===== src/rtl/lut_mult_seq_ctrl_2b.sv =====
// lut_mult_seq_ctrl_2b: drives a registered 4x2 LUT multiplier one 2-bit digit of B at a time
//   and shift-accumulates the partial products into a 4 x (2*DIGITS)-bit unsigned product.
// Latency: start sampled at edge k -> done_2b high in cycle k+1+2*DIGITS. With
//   LUT_MULT_SEQ_ZERO_SKIP_EN defined, the run stops after the highest nonzero digit
//   (B = 0 finishes in cycle k+1).
// Backpressure: none; start_2b is sampled only in IDLE and ignored while busy_2b is high.
module lut_mult_seq_ctrl_2b #(
  parameter int DIGITS = 2
) (
  input  logic                    clk_2b,
  input  logic                    resetn_2b,
  input  logic                    start_2b,
  input  logic [3:0]              operand_a_2b,
  input  logic [2*DIGITS-1:0]     operand_b_2b,
  input  logic [7:0]              pp_result_2b,
  output logic [3:0]              mult_a_2b,
  output logic [1:0]              mult_b_2b,
  output logic                    busy_2b,
  output logic                    done_2b,
  output logic [4+2*DIGITS-1:0]   product_2b
);

  localparam int BW   = 2 * DIGITS;
  localparam int P    = 4 + BW;
  localparam int IDXW = (DIGITS > 1) ? $clog2(DIGITS) : 1;
  localparam logic [IDXW-1:0] LAST_IDX = IDXW'(DIGITS - 1);

  typedef enum logic [1:0] {
    S_IDLE    = 2'd0,
    S_ISSUE   = 2'd1,
    S_CAPTURE = 2'd2,
    S_DONE    = 2'd3
  } state_t;

  state_t          state;
  logic [3:0]      a_reg;
  logic [BW-1:0]   b_shift;
  logic [IDXW-1:0] idx;
  logic [P-1:0]    acc;

  // Datapath next-values used in CAPTURE
  logic [IDXW:0]   shamt;
  logic [P-1:0]    pp_ext;
  logic [P-1:0]    acc_nxt;
  logic [BW-1:0]   b_shift_nxt;
  logic            last_digit;

  // Early-termination decisions
  logic            capture_to_done;
  logic            start_to_done;

  // The multiplier sees the latched operand and the current low digit straight from registers
  assign mult_a_2b = a_reg;
  assign mult_b_2b = b_shift[1:0];

  // Align the captured partial product to its digit position and form the next accumulator value
  always_comb begin
    shamt       = {idx, 1'b0};
    pp_ext      = P'(pp_result_2b);
    acc_nxt     = acc + (pp_ext << shamt);
    b_shift_nxt = b_shift >> 2;
    last_digit  = (idx == LAST_IDX);
  end

`ifdef LUT_MULT_SEQ_ZERO_SKIP_EN
  // Stop as soon as no nonzero digits remain; a zero B never needs the multiplier at all
  assign capture_to_done = last_digit || (b_shift_nxt == '0);
  assign start_to_done   = (operand_b_2b == '0);
`else
  // Always walk every digit so latency is fixed
  assign capture_to_done = last_digit;
  assign start_to_done   = 1'b0;
`endif

  // Sequencing FSM; status outputs and product are registered alongside the state
  always_ff @(posedge clk_2b or negedge resetn_2b) begin
    if (!resetn_2b) begin
      state      <= S_IDLE;
      a_reg      <= '0;
      b_shift    <= '0;
      idx        <= '0;
      acc        <= '0;
      product_2b <= '0;
      busy_2b    <= 1'b0;
      done_2b    <= 1'b0;
    end else begin
      done_2b <= 1'b0;
      case (state)
        S_IDLE: begin
          if (start_2b) begin
            a_reg   <= operand_a_2b;
            b_shift <= operand_b_2b;
            idx     <= '0;
            acc     <= '0;
            busy_2b <= 1'b1;
            if (start_to_done) begin
              // Zero multiplier: result is known without issuing anything
              state      <= S_DONE;
              done_2b    <= 1'b1;
              product_2b <= '0;
            end else begin
              state <= S_ISSUE;
            end
          end
        end
        S_ISSUE: begin
          // Multiplier registers mult_a_2b x mult_b_2b at the end of this cycle
          state <= S_CAPTURE;
        end
        S_CAPTURE: begin
          acc     <= acc_nxt;
          b_shift <= b_shift_nxt;
          idx     <= idx + 1'b1;
          if (capture_to_done) begin
            // Publish the final sum together with the done pulse
            state      <= S_DONE;
            done_2b    <= 1'b1;
            product_2b <= acc_nxt;
          end else begin
            state <= S_ISSUE;
          end
        end
        S_DONE: begin
          // start_2b is deliberately not looked at here; first IDLE cycle may accept it
          state   <= S_IDLE;
          busy_2b <= 1'b0;
        end
        default: begin
          state   <= S_IDLE;
          busy_2b <= 1'b0;
        end
      endcase
    end
  end

endmodule


===== config.mk =====
export PLATFORM = sky130hd
export DESIGN_NAME = lut_mult_seq_ctrl_2b
export DESIGN_NICKNAME = d
export VERILOG_FILES = /design/src/rtl/lut_mult_seq_ctrl_2b.sv
export SDC_FILE = /design/constraint.sdc
export NUM_CORES = 1
export LEC_CHECK = 0
export BUFFER_PORTS_ARGS = -buffer_cell sky130_fd_sc_hd__buf_2
export CORE_MARGIN = 2
export CORE_UTILIZATION = 53
export CTS_CLUSTER_SIZE = 12
export DETAILED_ROUTE_END_ITERATION = 8
export GPL_TIMING_DRIVEN = 0
export PLACE_DENSITY_LB_ADDON = 0.1
export SYNTH_ARGS = -nofsm -noshare
export SYNTH_HDL_FRONTEND = slang
export SYNTH_SLANG_ARGS = --single-unit
export TNS_END_PERCENT = 5

===== constraint.sdc =====
create_clock -name clk_2b -period 2.9 [get_ports clk_2b]
set_clock_uncertainty 0.2 [all_clocks]
set_input_delay 0.145 -clock clk_2b [delete_from_list [all_inputs] [get_ports clk_2b]]
set_output_delay 0.145 -clock clk_2b [all_outputs]
set_load 0.02 [all_outputs]

==> results.yml <==
yosys:
  syn_avg_cell_area_sq_um: 10.5
  synthArstFlopShare_pct: 100
  yosysMostFrequentCell: "dfrtp_1"
  synth_area_sq_mm: 0.00152
  synth_top_area_share_pct: 47.8
  synth_area_leader_cell: "dfrtp_1"
  synth_cell_type_count: 34
  synth_nets: 172
  ys.flop_type: "dfrtp_1"
  synth_common_cells: "29 x dfrtp_1, 18 x o21ai_0, 14 x nand2_1"
  netlist_top_cells_area: "dfrtp_1 48%, mux2_2 8.2%, o21ai_0 5.9%"
  ys_ff_latch: 29
  synth-seq-area-share_pct: 47.8
  synth_edf_count: 0
  yosysWarnings: 0
  syn_inst: 145
detailed_routing:
  wl_met3_microns: 146
  via_per_inst: 5.30
  drc_errors: 0
  route.vias.total: 1204
  routed_wl_microns: 3310
  drt-met1-wl_microns: 1480
  wl_per_cell_microns: 14.6
  initialDrtViolationCount: 42
  drtPass1Iterations: 4
  wl_met2_microns: 1620
  ant_nets: 0
  maxUsedRoutingLayer: "met4"
power:
  switching_share_pct: 43.6
  clkPwrFrac_pct: 12.9
  power.internal_w: 0.00115
  vdd.ir_drop.worst_mv: 0.805
  seqPwrFrac_pct: 33.7
  cellPowerDensity_mw_per_mm2: 1080
  power_leakage_nw: 0.913
  p_comb_share_pct: 53.4
  p_switching_w: 0.000891
min_path:
  min_path_type: "input pin to flop"
  hold_depth: 4
final_layout:
  final_util_pct: 69.0
  area_delta_synth_final_pct: 24.2
  final_nets: 223
  insertedDiodeCount: 0
  drive_above_1_share_pct: 29.6
place:
  routabilityCongestion: 0.848
  place.port_buffers: 34
  dp_hpwl_microns: 2380
floorplan:
  dieArea_sq_mm: 0.00331
  design.core.area_sq_mm: 0.00273
  rows: 19
  die_w_microns: 57.5
  ios: 35
  initial_utilization_pct: 55.5
  die_h_microns: 57.5
critical_path:
  required_ns: 2.95
  worstRegToRegCells: 8
  critPathKind: "flop to flop"
  critPathSlowestCell: "a211oi_1"
  path_cells: "buf_2, mux2_2, ha_1, a211oi_1, o211ai_1, o2bb2ai_1, or2_1, a31oi_1"
  startpoint_type: "flop"
  crit_cells: 8
  cpPeakStageDelay_ns: 0.41
  critPathMaxFanout: 10
  crit_buf_inv: 1
  cp_top_family: "compound AO/OA/AOI/OAI gates"
  cp-end-kind: "flop"
  arrival_ns: 2.73
clock_tree:
  post_cts_buffers: 0
  clock_path_buffers: 2
  clkSlewWorstSetupHoldPaths_ns: 0.10
  htree_levels: 2
  clock_sinks: 29
  cts_tree: "yes"
  clock_latency_ns: 0.34
  cts_made_buffers: 5
  cts-root-buf: "clkbuf_4"
grt:
  grt_pass1_wl_microns: 5710
  first_global_vias: 1263
  grt_max_degree: 30
  antenna_found_initial: 0
  grt-ovfl-total: 0
  grt.total_usage_pct: 23.2
flow_run:
  cap_violations: 0
timing:
  tightest_slew_ns: 0.632
  tns_ns: 0
  finalCritPeriodShare_pct: 92.4
  whs_ns: 0.137
  max_clock_freq_mhz: 373
  final-hold-violation-count: 0
  period_needed_ns: 2.68
  finalSetupViolations: 0
  slew_headroom_pct: 57.9
  grt_setup_unrepaired: "no"
  slew_violations: 0
status:
  status: "complete, no violations"
power groups by stage:
stage,Combinational [W],Sequential [W],Clock (W)
after global placement,0.00105,0.000690,0
after detailed placement,0.00108,0.000699,0
after global routing,0.00122,0.000716,0.000287
final,0.00109,0.000690,0.000264
after CTS,0.00110,0.000692,0.000270
after floorplan,0.000681,0.000801,0
sequential cells by signal (all words and copies together), names as in the netlist:
| name | flops |
|---|---|
| busy_2b | 1 |
| capture_to_done | 1 |
| acc | 8 |
| product_2b | 8 |
| mult_a_2b | 4 |
| state | 2 |
| done_2b | 1 |
| b_shift | 4 |
per-stage QoR:
step | instances | total power, W | setup slack (ns) | instance area, sq um
finish | 227 | 0.00204 | 0.221 | 1890
global route | 227 | 0.00222 | 0.0677 | 1890
detailed placement | 210 | 0.00178 | 0.232 | 1730
CTS | 227 | 0.00206 | 0.201 | 1890
floorplan | 145 | 0.00148 | 0.457 | 1520
global placement | 210 | 0.00174 | 0.287 | 1730
cells by family (layout without fill, tap and decap cells):
kind of cell	count (synthesis)	count (layout)	synth area share, %
adders and majority gates	8	8	7.09
xor gates and xnor gates	4	4	2.31
AOI/OAI and AO/OA	40	40	15.8
muxes	13	13	9.48
DFF	29	29	47.8
and+or+nand+nor	37	37	12.9
buffers and inverters	14	65	4.53
worst min-delay path, stage by stage:
cell      delay, ns
buf_2          0.11
nand2b_1       0.11
fa_1           0.20
o21ai_0        0.08
layout by cell type, fill, tap and decap left out:
master | synthesis | routed
nand2_1 | 14 | 14
clkinvlp_4 | 0 | 1
nor3_1 | 3 | 3
xnor2_1 | 2 | 2
a21oi_1 | 8 | 8
ha_1 | 7 | 7
inv_1 | 8 | 8
buf_4 | 2 | 2
buf_2 | 1 | 35
fa_1 | 1 | 1
and2b_1 | 1 | 1
clkbuf_1 | 2 | 2
xor2_1 | 2 | 2
nand2b_1 | 4 | 4
nand2_4 | 1 | 1
nor2b_1 | 3 | 3
or2_1 | 1 | 1
a211oi_1 | 2 | 2
buf_6 | 1 | 1
o211ai_1 | 3 | 3
a22o_1 | 3 | 3
dlygate4sd3_1 | 0 | 10
nor2_1 | 3 | 3
a31oi_1 | 1 | 1
mux2i_1 | 2 | 2
o21ai_0 | 18 | 17
o22ai_1 | 1 | 1
dfrtp_1 | 29 | 29
o21ai_1 | 0 | 1
clkbuf_4 | 0 | 5
or4_1 | 2 | 2
nand3_1 | 3 | 3
a221oi_1 | 1 | 1
mux2_2 | 11 | 11
o2bb2ai_1 | 2 | 2
nor3b_2 | 1 | 1
clkbuf_8 | 0 | 1
and2_0 | 1 | 1
a21o_1 | 1 | 1
timing repair:
action | in CTS | in global routing
endpoints found under the hold margin | 38 | 0
setup endpoints to repair | 0 | 1
gates resized for setup | 0 | 1
hold buffers | 10 | 0
layer usage:
metal	vias to the layer above	global-route usage, %
met3	6	6.12
met1	559	27.6
li1	610	-
met2	29	38.8
met5	-	0
met4	0	11.0
layout make-up:
cell class                      count  area [sq um]
Fill cell                         216           848
Timing Repair Buffer               44           270
Tap cell                           31          38.8
Sequential cell                    29           726
Multi-Input combinational cell    102           723
Clock buffer                        6          51.3
Clock inverter                      1          7.51
Buffer                              6          38.8
Inverter                            8          30.0
final timing paths:
path                                 startpoint       endpoint  slack [ns]
worst max register to register  capture_to_done         acc[7]        0.22
worst min-delay path            pp_result_2b[1]  product_2b[1]        0.14
worst min register to register    product_2b[1]  product_2b[1]        0.28
max in group asynchronous             resetn_2b       state[0]        1.94
min in group asynchronous             resetn_2b     b_shift[1]        0.15
worst max-delay path            capture_to_done         acc[7]        0.22
No activity file was read; power rests on OpenSTA's default activity.
